**config.mk**
```make
export PLATFORM = sky130hd
export DESIGN_NAME = ldst_dataio_bridge
export DESIGN_NICKNAME = d
export VERILOG_FILES = /design/src/rtl/ldst_bridge_pkg.sv /design/src/rtl/dataio_lane_encoder.sv /design/src/rtl/ldst_dataio_bridge.sv
export SDC_FILE = /design/constraint.sdc
export NUM_CORES = 1
export LEC_CHECK = 0
export BUFFER_PORTS_ARGS = -buffer_cell sky130_fd_sc_hd__buf_2
export CAP_MARGIN = 0
export CORE_MARGIN = 2
export CORE_UTILIZATION = 48
export DETAILED_ROUTE_END_ITERATION = 6
export GPL_TIMING_DRIVEN = 0
export PLACE_DENSITY = 0.94
export SYNTH_ARGS = -nofsm -noshare
export SYNTH_HDL_FRONTEND = slang
export SYNTH_SLANG_ARGS = --single-unit
```
**constraint.sdc**
```tcl
create_clock -name iCLOCK -period 6.7 [get_ports iCLOCK]
set_input_delay 0.67 -clock iCLOCK [delete_from_list [all_inputs] [get_ports iCLOCK]]
set_output_delay 0.67 -clock iCLOCK [all_outputs]
set_load 0.03 [all_outputs]
```
**src/rtl/ldst_bridge_pkg.sv**
```systemverilog
// Shared definitions for the load/store data-port bridge: widths, access orders,
// FSM states, bus payload and the byte-lane legality/mask function.
package ldst_bridge_pkg;

    localparam int unsigned DATA_W   = 32;
    localparam int unsigned ADDR_W   = 32;
    localparam int unsigned TID_W    = 14;
    localparam int unsigned MMUMOD_W = 2;
    localparam int unsigned MASK_W   = 4;
    localparam int unsigned ORDER_W  = 2;
    localparam int unsigned OFF_W    = 2;

    typedef enum logic [ORDER_W-1:0] {
        ORDER_BYTE = 2'd0,
        ORDER_HALF = 2'd1,
        ORDER_WORD = 2'd2,
        ORDER_NONE = 2'd3
    } order_t;

    typedef enum logic [1:0] {
        STATE_IDLE    = 2'd0,
        STATE_ISSUE   = 2'd1,
        STATE_WAIT_RD = 2'd2,
        STATE_DRAIN   = 2'd3
    } bridgeState_t;

    typedef struct packed {
        logic              illegal;
        logic [MASK_W-1:0] mask;
    } laneSel_t;

    typedef struct packed {
        logic                rw;
        logic [TID_W-1:0]    tid;
        logic [MMUMOD_W-1:0] mmuMod;
        logic [ADDR_W-1:0]   pdt;
        logic [ADDR_W-1:0]   addr;
        logic [MASK_W-1:0]   mask;
        logic [DATA_W-1:0]   data;
    } memPayload_t;

    // Byte enables for an access; illegal accesses get an empty mask.
    function automatic laneSel_t laneSelect(input order_t order, input logic [OFF_W-1:0] off);
        laneSel_t sel;
        sel.illegal = 1'b0;
        sel.mask    = '0;
        case (order)
            ORDER_BYTE: sel.mask = 4'b0001 << off;
            ORDER_HALF: begin
                if (off == 2'd3) sel.illegal = 1'b1;
                else             sel.mask    = 4'b0011 << off;
            end
            ORDER_WORD: begin
                if (off != 2'd0) sel.illegal = 1'b1;
                else             sel.mask    = 4'b1111;
            end
            default:    sel.illegal = 1'b1;
        endcase
        return sel;
    endfunction

endpackage

```
**src/rtl/dataio_lane_encoder.sv**
```systemverilog
// Combinational lane encoder: byte mask, lane-shifted store data and the
// illegal-access flag for one data-port request.
module dataio_lane_encoder
    import ldst_bridge_pkg::*;
(
    input  order_t             order,
    input  logic [OFF_W-1:0]   off,
    input  logic [DATA_W-1:0]  data,
    output logic [MASK_W-1:0]  laneMask_c,
    output logic [DATA_W-1:0]  laneData_c,
    output logic               illegal_c
);

    laneSel_t sel;

    always_comb begin
        sel        = laneSelect(order, off);
        laneMask_c = sel.mask;
        illegal_c  = sel.illegal;
        laneData_c = data << {off, 3'b000};
    end

endmodule

```
**src/rtl/ldst_dataio_bridge.sv**
```systemverilog
// Bridges the load/store data port to the word bus: one outstanding transaction,
// posted stores, flush handling including discard of a late read response.
module ldst_dataio_bridge
    import ldst_bridge_pkg::*;
(
    input  logic                iCLOCK,
    input  logic                iRESET_SYNC,
    input  logic                iFREE_EX,
    input  logic                iDATAIO_REQ,
    output logic                oDATAIO_BUSY,
    input  logic [ORDER_W-1:0]  iDATAIO_ORDER,
    input  logic                iDATAIO_RW,
    input  logic [TID_W-1:0]    iDATAIO_TID,
    input  logic [MMUMOD_W-1:0] iDATAIO_MMUMOD,
    input  logic [ADDR_W-1:0]   iDATAIO_PDT,
    input  logic [ADDR_W-1:0]   iDATAIO_ADDR,
    input  logic [DATA_W-1:0]   iDATAIO_DATA,
    output logic                oDATAIO_VALID,
    output logic [DATA_W-1:0]   oDATAIO_DATA,
    output logic                oDATAIO_MISALIGN,
    output logic                oMEM_REQ,
    input  logic                iMEM_LOCK,
    output logic                oMEM_RW,
    output logic [ADDR_W-1:0]   oMEM_ADDR,
    output logic [MASK_W-1:0]   oMEM_MASK,
    output logic [DATA_W-1:0]   oMEM_DATA,
    output logic [TID_W-1:0]    oMEM_TID,
    output logic [MMUMOD_W-1:0] oMEM_MMUMOD,
    output logic [ADDR_W-1:0]   oMEM_PDT,
    input  logic                iMEM_VALID,
    input  logic [DATA_W-1:0]   iMEM_DATA
);

    bridgeState_t        state;
    logic                busy;
    logic                memReq;
    memPayload_t         payload;
    logic                dataioValid;
    logic                dataioMisalign;
    logic [DATA_W-1:0]   dataioData;

    logic [MASK_W-1:0]   laneMask;
    logic [DATA_W-1:0]   laneData;
    logic                laneIllegal;
    logic                accept;
    logic                transfer;

    dataio_lane_encoder uLaneEncoder (
        .order      (order_t'(iDATAIO_ORDER)),
        .off        (iDATAIO_ADDR[OFF_W-1:0]),
        .data       (iDATAIO_DATA),
        .laneMask_c (laneMask),
        .laneData_c (laneData),
        .illegal_c  (laneIllegal)
    );

    assign accept   = iDATAIO_REQ && !iFREE_EX && (state == STATE_IDLE);
    assign transfer = memReq && !iMEM_LOCK;

    always_ff @(posedge iCLOCK) begin
        if (iRESET_SYNC) begin
            state          <= STATE_IDLE;
            busy           <= 1'b0;
            memReq         <= 1'b0;
            payload        <= '0;
            dataioValid    <= 1'b0;
            dataioMisalign <= 1'b0;
            dataioData     <= '0;
        end else begin
            dataioValid    <= 1'b0;
            dataioMisalign <= 1'b0;
            case (state)
                STATE_IDLE: begin
                    if (accept) begin
                        if (laneIllegal) begin
                            // Rejected access never reaches the bus; reads still get a zero return.
                            dataioMisalign <= 1'b1;
                            if (!iDATAIO_RW) begin
                                dataioValid <= 1'b1;
                                dataioData  <= '0;
                            end
                        end else begin
                            state          <= STATE_ISSUE;
                            busy           <= 1'b1;
                            memReq         <= 1'b1;
                            payload.rw     <= iDATAIO_RW;
                            payload.tid    <= iDATAIO_TID;
                            payload.mmuMod <= iDATAIO_MMUMOD;
                            payload.pdt    <= iDATAIO_PDT;
                            payload.addr   <= {iDATAIO_ADDR[ADDR_W-1:OFF_W], 2'b00};
                            payload.mask   <= laneMask;
                            payload.data   <= laneData;
                        end
                    end
                end
                STATE_ISSUE: begin
                    if (transfer) begin
                        memReq <= 1'b0;
                        if (payload.rw) begin
                            state <= STATE_IDLE;
                            busy  <= 1'b0;
                        end else if (iFREE_EX) begin
                            // The read already left on the bus, so its response must be swallowed.
                            state <= STATE_DRAIN;
                        end else begin
                            state <= STATE_WAIT_RD;
                        end
                    end else if (iFREE_EX && !payload.rw) begin
                        state  <= STATE_IDLE;
                        busy   <= 1'b0;
                        memReq <= 1'b0;
                    end
                end
                STATE_WAIT_RD: begin
                    if (iMEM_VALID) begin
                        state <= STATE_IDLE;
                        busy  <= 1'b0;
                        if (!iFREE_EX) begin
                            dataioValid <= 1'b1;
                            dataioData  <= iMEM_DATA;
                        end
                    end else if (iFREE_EX) begin
                        state <= STATE_DRAIN;
                    end
                end
                STATE_DRAIN: begin
                    if (iMEM_VALID) begin
                        state <= STATE_IDLE;
                        busy  <= 1'b0;
                    end
                end
                default: begin
                    state  <= STATE_IDLE;
                    busy   <= 1'b0;
                    memReq <= 1'b0;
                end
            endcase
        end
    end

    assign oDATAIO_BUSY     = busy;
    assign oDATAIO_VALID    = dataioValid;
    assign oDATAIO_DATA     = dataioData;
    assign oDATAIO_MISALIGN = dataioMisalign;
    assign oMEM_REQ         = memReq;
    assign oMEM_RW          = payload.rw;
    assign oMEM_ADDR        = payload.addr;
    assign oMEM_MASK        = payload.mask;
    assign oMEM_DATA        = payload.data;
    assign oMEM_TID         = payload.tid;
    assign oMEM_MMUMOD      = payload.mmuMod;
    assign oMEM_PDT         = payload.pdt;

endmodule

```
==> impl_metrics.py <==
metrics = {
    "clock_network": {
        "numClockSinks": 153,
        "clkTransAtPathRegs_ps": 60,
        "cts_tree": "yes",
        "cts_setup_buffers": 0,
        "hold_buffers": 0,
        "cts_buffers": 17,
        "htree_num_levels": 4,
        "clkLatencyLatePin_ps": 410,
        "cts-root-buf": "clkbuf_16",
        "cts_buffer_depth": 2,
        "ctsResizeCount": 0,
    },
    "sta": {
        "maxSlewViolCount": 0,
        "finalCriticalPeriod_ps": 3320,
        "timing.fmax_mhz": 302,
        "rsz0062_at_grt": "false",
        "finalClockSkew_ps": 5.37,
        "fin_crit_sh_pct": 49.5,
        "setup_tns_ps": 0,
        "setup_viol": 0,
        "hold_viol": 0,
        "slew_headroom_pct": 48.2,
        "worst_pin_slew_ps": 777,
    },
    "floorplanning": {
        "ios": 306,
        "die_h_um": 118,
        "fp-row-count": 41,
        "dieArea_um2": 13900,
        "core_um2": 12700,
        "start_util_pct": 49.3,
        "die_x_um": 118,
    },
    "grt": {
        "antenna_found_initial": 1,
        "overflow": 0,
        "grtUsageTotal_pct": 27.7,
        "grt_max_degree": 17,
        "grt_pass1_wl_mm": 30.3,
        "grt_pass1_vias": 6146,
    },
    "layout": {
        "most-common-layout-cells": "315 x buf_2, 240 x nand2_1, 153 x dfxtp_1",
        "mostFrequentLayoutCell": "buf_2",
        "final_net_count": 1232,
        "final.fill_count": 1082,
        "syn2layout_area_growth_pct": 36.4,
        "drive_gt1_share_pct": 34.0,
        "design_area_um2": 8510,
    },
    "power_and_ir_drop": {
        "ir_drop_mv": 0.191,
        "power.internal_w": 0.00154,
        "clkPwrFrac_pct": 41.7,
        "powerDensity_nw_per_um2": 246,
        "power.leakage_nw": 4.05,
        "pwr-share-comb_pct": 12.9,
        "p_sw_share_pct": 26.4,
        "p_sw_w": 0.000551,
        "seqPwrFrac_pct": 45.4,
    },
    "synth": {
        "syn_area_um2": 6240,
        "synth-edff-count": 0,
        "ys.flop_type": "dfxtp_1",
        "synthArstFlopShare_pct": 0,
        "ys_types": 36,
        "ys_seq_elements": 153,
        "synth-seq-area-share_pct": 49.1,
        "yosys_warnings": 0,
        "syn_avg_cell_area_um2": 8.29,
        "synthCells": 753,
    },
    "outcome": {
        "status": "finished clean",
    },
    "route": {
        "antenna_left": 0,
        "routedWlPerCell_um": 15.7,
        "drt-initial-drc-count": 282,
        "via_per_inst": 5.03,
        "drtPass1Iterations": 4,
        "route.detailed.drc": 0,
        "dr_total_vias": 6343,
        "drt-total-wl_mm": 19.8,
    },
    "critical_path": {
        "crit_path_frequent_cell": "buf_2",
        "crit_required_ps": 7030,
        "crit_family": "buffers and inverters",
        "crit_fanout": 10,
        "cp_cell_sequence": "buf_2, clkbuf_1, clkinv_1, ha_1, nor2b_1, o21bai_1, buf_2, buf_2, buf_2, nand2_1, a21oi_1",
        "worstSetupPathType": "in -> reg",
        "cpMaxStageDelayCell": "clkbuf_1",
        "worstPathArrival_ps": 3650,
        "worstSetupStartpointType": "input pin",
        "worst_setup_path_end_kind": "flip-flop",
        "path_buf_inv": 6,
        "critical-path-max-stage-delay_ps": 530,
    },
    "placement": {
        "routabilityCongestion": 0.856,
        "port_buffers": 302,
        "placed_cell_area_um2": 7970,
        "dp_hpwl_mm": 15.2,
    },
    "min_path": {
        "hold_class": "reg -> reg",
    },
    "run": {
        "drv_cap": 0,
    },
}
## final timing paths
kind                                      start             to  slack (ps)  depth (start not counted)
worst min-delay path               oMEM_DATA[5]   oMEM_DATA[5]         450                          2
worst max register to register         state[1]  oMEM_DATA[22]        4530                          7
worst min register to register     oMEM_DATA[5]   oMEM_DATA[5]         450                          2
worst max-delay path            iDATAIO_ADDR[1]  oMEM_DATA[14]        3380                         11
## power groups by stage
stage	Sequential (W)	Combinational (W)	Clock, W
after floorplan	0.00102	0.000106	0
after global placement	0.000968	0.000264	0
after detailed placement	0.000970	0.000268	0
after CTS	0.000950	0.000269	0.000885
after global routing	0.000953	0.000291	0.000928
final	0.000950	0.000270	0.000873
## cell families after synthesis
logic type | count (synthesis) | synth area share (%)
buf+inv | 61 | 5.19
mux | 59 | 9.64
compound gates | 131 | 11.6
fa+ha+maj | 4 | 0.802
simple gates | 343 | 23.5
other cells | 1 | 0.0601
xor+xnor | 1 | 0.140
flops | 153 | 49.1
## synthesized netlist by cell type (all sizes together), types with 2 or more instances
master / instances / area share (%)
nand2: 240 / 14
dfxtp: 153 / 49
a21oi: 109 / 8.7
mux2i: 50 / 8.0
nand2b: 33 / 3.3
clkbuf: 31 / 1.9
buf: 26 / 3.1
nand3: 24 / 1.9
nor2: 23 / 1.4
nor3: 12 / 0.96
mux2: 9 / 1.6
a211oi: 8 / 0.96
nor2b: 6 / 0.60
ha: 4 / 0.80
o21ai: 4 / 0.32
clkinv: 2 / 0.12
inv: 2 / 0.12
o21a: 2 / 0.24
## state kept, by name, indices dropped and copies added, names as in the netlist
name and cells:
oDATAIO_BUSY 1, oDATAIO_DATA 32, oDATAIO_MISALIGN 1, oDATAIO_VALID 1, oMEM_ADDR 30, oMEM_DATA 32
oMEM_MASK 4, oMEM_MMUMOD 2, oMEM_PDT 32, oMEM_REQ 1, oMEM_RW 1, oMEM_TID 14
state 2
## metrics by stage
step	util (%)	instances	total power [W]	setup slack, ps	hold slack [ps]
after detailed placement	62.9	1228	0.00124	3020	442
after global placement	62.9	1228	0.00123	3070	436
final	67.2	1261	0.00209	3380	449
after floorplan	-	754	0.00113	3870	576
after CTS	67.2	1260	0.00210	3420	450
after global routing	67.2	1261	0.00217	3160	466
## layer usage
layer | GRT usage, % | vias up | wire, um
met5 | 0 | - | 0
met4 | 12.0 | 0 | 541
met3 | 7.66 | 37 | 1420
met2 | 48.7 | 271 | 9970
met1 | 31.3 | 2911 | 7860
li1 | - | 3124 | -
## layout make-up
cell class,count,area (um^2),share of cell area [%]
buffer,57,309,3.63
inverter,4,15.0,0.176
tap,172,215,2.53
multi-input combinational,540,2860,33.6
clock buffer,19,433,5.08
antenna,1,2.50,0.0294
clock inverter,13,106,1.25
sequential,153,3060,36.0
timing repair buffer,302,1510,17.8
## worst min-delay path, cell delays in order (launching register included)
cell     delay [ps]
dfxtp_1         300
nand2_1          50
a21oi_1          50
No activity file was read; power rests on OpenSTA's default activity.
